<file path="src/rtl/rf_read_arbiter.sv">
// Register file with one write port and one read port shared by NREQ requesters.
// A round-robin arbiter picks the requester; data returns one cycle later in a stallable response register.
module rf_read_arbiter #(
   parameter int NREQ = 4,
   parameter int AW   = 8,
   parameter int DW   = 1,
   parameter int IDW  = 2
) (
   input  logic                clk,
   input  logic                reset,
   input  logic [NREQ-1:0]     req_valid,
   input  logic [NREQ*AW-1:0]  req_addr,
   output logic [NREQ-1:0]     req_ready,
   output logic                resp_valid,
   input  logic                resp_ready,
   output logic [IDW-1:0]      resp_id,
   output logic [DW-1:0]       resp_data,
   input  logic                we,
   input  logic [AW-1:0]       waddr,
   input  logic [DW-1:0]       wdata
);

   logic [DW-1:0]  mem [0:(2**AW)-1];
   logic [IDW-1:0] ptr;
   logic [IDW-1:0] grant_idx;
   logic [IDW-1:0] ptr_next;
   logic           grant_any;
   logic           can_issue;
   logic [AW-1:0]  grant_addr;

   assign can_issue = !resp_valid || resp_ready;

   // Search starts at ptr and wraps modulo NREQ; first valid requester wins.
   always_comb begin
      int cand;
      grant_any = 1'b0;
      grant_idx = '0;
      req_ready = '0;
      cand      = 0;
      if (!reset && can_issue) begin
         for (int k = 0; k < NREQ; k++) begin
            cand = int'(ptr) + k;
            if (cand >= NREQ)
               cand = cand - NREQ;
            if (!grant_any && req_valid[cand]) begin
               grant_any = 1'b1;
               grant_idx = IDW'(cand);
            end
         end
      end
      if (grant_any)
         req_ready[grant_idx] = 1'b1;
   end

   assign ptr_next   = (grant_idx == IDW'(NREQ - 1)) ? '0 : grant_idx + 1'b1;
   assign grant_addr = req_addr[int'(grant_idx)*AW +: AW];

   // Storage is not reset; writes proceed even while reset is asserted.
   always_ff @(posedge clk) begin
      if (we)
         mem[waddr] <= wdata;
   end

   // The read samples mem before this edge's write lands, giving read-before-write.
   always_ff @(posedge clk) begin
      if (reset) begin
         ptr        <= '0;
         resp_valid <= 1'b0;
         resp_id    <= '0;
         resp_data  <= '0;
      end else if (grant_any) begin
         ptr        <= ptr_next;
         resp_valid <= 1'b1;
         resp_id    <= grant_idx;
         resp_data  <= mem[grant_addr];
      end else if (can_issue) begin
         resp_valid <= 1'b0;
      end
   end

endmodule

</file>
<file path="config.mk">
export PLATFORM = sky130hd
export DESIGN_NAME = rf_read_arbiter
export DESIGN_NICKNAME = d
export VERILOG_FILES = /design/src/rtl/rf_read_arbiter.sv
export SDC_FILE = /design/constraint.sdc
export NUM_CORES = 1
export LEC_CHECK = 0
export BUFFER_PORTS_ARGS = -buffer_cell sky130_fd_sc_hd__buf_4
export CAP_MARGIN = 10
export CELL_PAD_IN_SITES_DETAIL_PLACEMENT = 1
export CELL_PAD_IN_SITES_GLOBAL_PLACEMENT = 1
export CORE_UTILIZATION = 50
export CTS_BUF_LIST = sky130_fd_sc_hd__clkbuf_8 sky130_fd_sc_hd__clkbuf_16
export CTS_CLUSTER_SIZE = 24
export DETAILED_ROUTE_END_ITERATION = 8
export PLACE_DENSITY = 0.88
export SETUP_SLACK_MARGIN = 0.4
export SKIP_CTS_REPAIR_TIMING = 1
export SYNTH_ARGS = -nofsm -noshare
export SYNTH_HDL_FRONTEND = slang
export SYNTH_SLANG_ARGS = --single-unit
</file>
<file path="constraint.sdc">
create_clock -name clk -period 6.23 [get_ports clk]
set_clock_uncertainty 0.2 [all_clocks]
set_input_delay 0.623 -clock clk [delete_from_list [all_inputs] [get_ports clk]]
set_output_delay 0.623 -clock clk [all_outputs]
set_load 0.005 [all_outputs]
</file>
* After elaboration in Yosys (flattened, before gate mapping)
Memories as Yosys holds them, arrays and structs flattened. A register that Yosys moved wholly into a read port is not among the register bits.
Index checks and enable logic that the tools add are counted.
** Cells by class
- $add $sub $neg :: 8
- Order comparisons :: 10
- Equal/unequal tests :: 1
- Shift operators :: 1
- Muxes and demuxes :: 41
- Reduce and logical (&&, ||, !) cells :: 12
** Operators by type and width (number)
- 32-bit 2-to-1 mux :: 8
- 32-bit by 4-bit < comparator with 1-bit output (second input constant) :: 4
- 32-bit by 6-bit variable part select with 8-bit output :: 1
- 1-bit 2-to-1 mux :: 21
- 2-bit 2-to-1 mux :: 6
- 3-bit by 3-bit subtractor with 4-bit output (second input constant) :: 3
- 3-bit greater-or-equal comparator (second input constant) :: 3
- 1-bit binary-select mux with 2-bit select :: 4
- 2-bit by 2-bit adder with 3-bit output (second input constant) :: 2
- 1-bit logical AND :: 5
- 1-bit zero test :: 5
- 4-bit 2-to-1 mux :: 1
- 2-bit by 3-bit subtractor with 4-bit output (second input constant) :: 1
- 2-bit by 1-bit adder with 3-bit output (second input constant) :: 1
- 2-bit by 3-bit greater-or-equal comparator with 1-bit output (second input constant) :: 1
- 2-bit by 3-bit < comparator with 1-bit output (second input constant) :: 1
- 2-bit by 1-bit adder with 2-bit output (second input constant) :: 1
- 1-bit demux with 2-bit select :: 1
- 2-bit == test (second input constant) :: 1
- 2-bit by 1-bit greater-or-equal comparator with 1-bit output (second input constant) :: 1
- 2-bit nonzero test :: 1
- 1-bit logical OR :: 1
** Storage, ports and cells
- Register bits :: 5
- Bits in writable memories :: 256
- Input bits :: 49
- Word-level logic and storage cells :: 77
- Memories :: 1
** Memory list
- mem :: words 256, width 1, read ports 1, clocked after memory_dff 1, write ports 1, RTL line 23 : logic [DW-1:0] mem [0:(2**AW)-1];

* Logic depth before layout (Yosys ltp)
- Depth in word-level cells :: 26
- Gate-level depth with buffers :: 17
- Mapped depth without buffers :: 13

* Worst setup path after synthesis
OpenSTA, ideal clock, no wires.
- Path kind :: in2reg
- From :: input port reset
- To :: register resp_data, read port of mem
- Data arrival time :: 3.669 ns
- Setup slack :: 2.239 ns
- Cell stages on the path :: 13
- Buffers on the path :: 4
- Cell sequence :: clkbuf_1 or3_4 a211o_1 buf_4 buf_6 mux2i_1 mux2i_1 buf_2 mux4_2 a221oi_1 nand2_1 and4_1 a221o_1
** On the way
- Cells in the longest elaborated chain, start to end :: 4
** RTL lines
- start: declaration :: RTL line 10 : input logic reset,
- 1-bit zero test :: RTL line 40 : if (!reset && can_issue) begin
- 1-bit logical AND :: RTL line 40
- 2-bit 2-to-1 mux :: RTL line 40
- 32-bit by 6-bit variable part select with 8-bit output :: RTL line 56 : assign grant_addr = req_addr[int'(grant_idx)*AW +: AW];
- end: declaration :: RTL line 17 : output logic [DW-1:0] resp_data,
Several ways; a longest one is shown, not always the timed one.
A chain may end at the register's enable or synchronous reset.

* Worst setup path in the final report
- From :: register ptr[0]
- To :: register resp_data, read port of mem
** On the way
- Cells in the longest elaborated chain, start to end :: 21
** RTL lines
- start: declaration :: RTL line 24 : logic [IDW-1:0] ptr;
- start signal: assignment :: RTL line 72 : ptr <= ptr_next;
- 2-bit by 3-bit subtractor with 4-bit output / 2-bit by 3-bit greater-or-equal comparator with 1-bit output (equally long branches) :: RTL line 44, 43
- 32-bit 2-to-1 mux :: RTL line 43 : if (cand >= NREQ)
- 32-bit 2-to-1 mux :: RTL line 40
- 1-bit binary-select mux with 2-bit select :: RTL line 45 : if (!grant_any && req_valid[cand]) begin
- 1-bit 2-to-1 mux (implied by the code) (2 in series) :: RTL line 45
- 1-bit 2-to-1 mux :: RTL line 45
- 1-bit 2-to-1 mux :: RTL line 40
- 1-bit zero test :: RTL line 45
- [... 4 more ...]
- 1-bit logical AND :: RTL line 45
- 1-bit 2-to-1 mux :: RTL line 45
- 1-bit 2-to-1 mux :: RTL line 40
- 1-bit zero test :: RTL line 45
- 1-bit logical AND :: RTL line 45
- 2-bit 2-to-1 mux :: RTL line 45
- 2-bit 2-to-1 mux :: RTL line 40
- 32-bit by 6-bit variable part select with 8-bit output :: RTL line 56
Several ways; a longest one is shown, not always the timed one. The select of a mux whose other input is x is not followed.

==> flow_summary.json <==
{
  "grt_pass1_vias": 9736,
  "yosysUniqueCellTypes": 61,
  "drive_gt1_share_pct": 12.2,
  "cp.required_ps": 6520,
  "layout_common_cells": "nor2_1, edfxtp_1, nand2_1",
  "synth_seq_cells": 262,
  "drtPass1Iterations": 5,
  "vdd_ir_drop_max_v": 0.000182,
  "clk_latency_ps": 540,
  "dp_cells": 1432,
  "synth_adder_area_share_pct": 0.404,
  "wl_um": 39000,
  "routabilityCongestion": 0.872,
  "yosys.area_share.simple_pct": 20.1,
  "crit_chain": "o21bai_1 -> a21oi_1 -> o311ai_4 -> inv_2 -> mux2_2 -> buf_4 -> nand2_1 -> and3_1 -> a311oi_1 -> o31ai_1 -> a31oi_1 -> and4_1 -> a221o_1",
  "cts.reportedPaths.clkPinSlew_ps": 70,
  "synth_area_um2": 12400,
  "wl_per_cell_um": 26.3,
  "maxCapViolations": 0,
  "area_growth_pct": 12.1,
  "critPathArrivalTime_ps": 5360,
  "max_freq_mhz": 197,
  "hpwlAfterDp_um": 22800,
  "tns_ps": 0,
  "synthArstFlopShare_pct": 0,
  "leakage_nw": 4.72,
  "slew_viol_final": 0,
  "drc": 0,
  "numCtsBuffers": 27,
  "start_util_pct": 51.0,
  "power.density_nw_per_um2": 297,
  "die_h_um": 159,
  "setup_viol": 0,
  "synth_top_family_by_area": "simple AND/OR/NAND/NOR gates",
  "cts_root_buf": "clkbuf_16",
  "critPathCaptureType": "flip-flop",
  "yosys-mux-area-fraction_pct": 8.26,
  "ys.flop_type": "edfxtp_1",
  "crit_path_top_delay_cell": "mux2_2",
  "htree_num_levels": 1,
  "start_kind": "flip-flop",
  "ys_seq_area_share_pct": 63.0,
  "avgViaCountPerCell": 6.40,
  "synth_edf_count": 256,
  "hold_class": "input port to flip-flop",
  "n_antenna_cell": 0,
  "num_vias": 9483,
  "status": "completed",
  "antenna_found_initial": 0,
  "synthXorXnorAreaFrac_pct": 0,
  "die_w_um": 159,
  "nNetsFinal": 1190,
  "setup.worst_path.class": "flip-flop to flip-flop",
  "max_slew_margin_pct": 9.98,
  "synth-compound-area-share_pct": 5.29,
  "placed_area_um2": 13100,
  "avgSynthCellArea_um2": 11.2,
  "ant_nets": 0,
  "critPathBufInv": 2,
  "grtUsageTotal_pct": 30.4,
  "drt-initial-drc-count": 1169,
  "grt_max_degree": 162,
  "core_um2": 24300,
  "layout_commonest_cell": "nor2_1",
  "clock_sinks": 262,
  "stdcell_area_um2": 13900,
  "grt_overflow": 0,
  "netlist_instances": 1112,
  "ioPinCount": 57,
  "min_period_over_period_pct": 81.4,
  "crit_family": "compound AO/OA/AOI/OAI gates",
  "tritoncts": "yes",
  "worst_pin_slew_ps": 1350,
  "grt_pass1_wl_um": 58000,
  "path_max_fanout": 36,
  "fin_cells": 1481,
  "synth_fp_nets": 1165,
  "rsz0062_at_grt": "no",
  "hold_violations": 0,
  "fp.dieArea_um2": 25400,
  "cts_buffer_depth": 3,
  "timing.final.crit_period_ps": 5070,
  "rows": 57,
  "yosysWarnings": 0,
  "cpPeakStageDelay_ps": 980,
  "port_buffers": 56
}
## power breakdown
group          switching, mW  total, mW  internal [mW]
logic                  0.405      0.610          0.204
clock network          0.686       1.56          0.878
registers            0.00745       1.95           1.94
total                   1.10       4.12           3.03
## registers in the layout (all words and copies together) (netlist names)
signal,count
resp_id,2
resp_data,1
resp_valid,1
ptr,2
mem,256
## cells by family after synthesis
group | count (synthesis)
flip-flops | 262
AND/OR/NAND/NOR | 591
adder cells (fa/ha/maj) | 4
multiplexers | 85
AO/OA/AOI/OAI | 87
buffers and inverters | 83
## cell usage after synthesis, types with 5 or more instances
cell      number  area share [%]
a211oi_1      10            0.61
a21oi_1       16            0.65
a311oi_1       7            0.49
a31oi_1       10            0.50
and2_1         8            0.40
and3_1        16            0.81
buf_2         23            0.93
buf_4          5            0.30
clkbuf_1      45             1.4
dfxtp_1        6            0.97
edfxtp_1     256              62
inv_1          5            0.15
mux2_2         7            0.64
mux2i_1       60             4.8
mux4_2        12             2.2
nand2_1      181             5.5
nand2b_1       5            0.25
nand3_1       46             1.9
nand4_1        6            0.30
nor2_1       277             8.4
nor2b_1       15            0.76
nor3_1        20            0.81
nor4_1         6            0.30
## metrics by stage
step	hold slack [ps]	setup WS [ps]	total power, mW	util [%]
2_1_floorplan	239	2240	2.35	-
3_3_place_gp	239	1070	2.55	53.7
3_5_place_dp	241	945	2.57	53.7
4_1_cts	104	1320	4.11	57.1
5_1_grt	108	1000	4.21	57.1
6_report	104	1160	4.12	57.1
## layout make-up
class | count | area (µm²)
Fill cell | 2524 | 10400
Sequential cell | 262 | 7810
Multi-Input combinational cell | 767 | 4280
Clock buffer | 28 | 689
Timing Repair Buffer | 72 | 544
Tap cell | 324 | 405
Clock inverter | 21 | 146
Inverter | 7 | 26.3
## layer usage
layer | global-route usage (%) | share of wire (%)
met1 | 37.5 | 37
met2 | 50.4 | 48
met3 | 7.19 | 11
met4 | 15.0 | 5.0
met5 | 0 | 0
## final timing paths
check	startpoint	to	slack [ps]	depth (start not counted)
max	ptr[0]	resp_data	1160	13
min	reset	resp_id[0]	100	2
max reg2reg	ptr[0]	resp_data	1160	13
min reg2reg	resp_id[1]	resp_id[1]	250	2
Note: power is estimated with default switching activity, not from simulation.
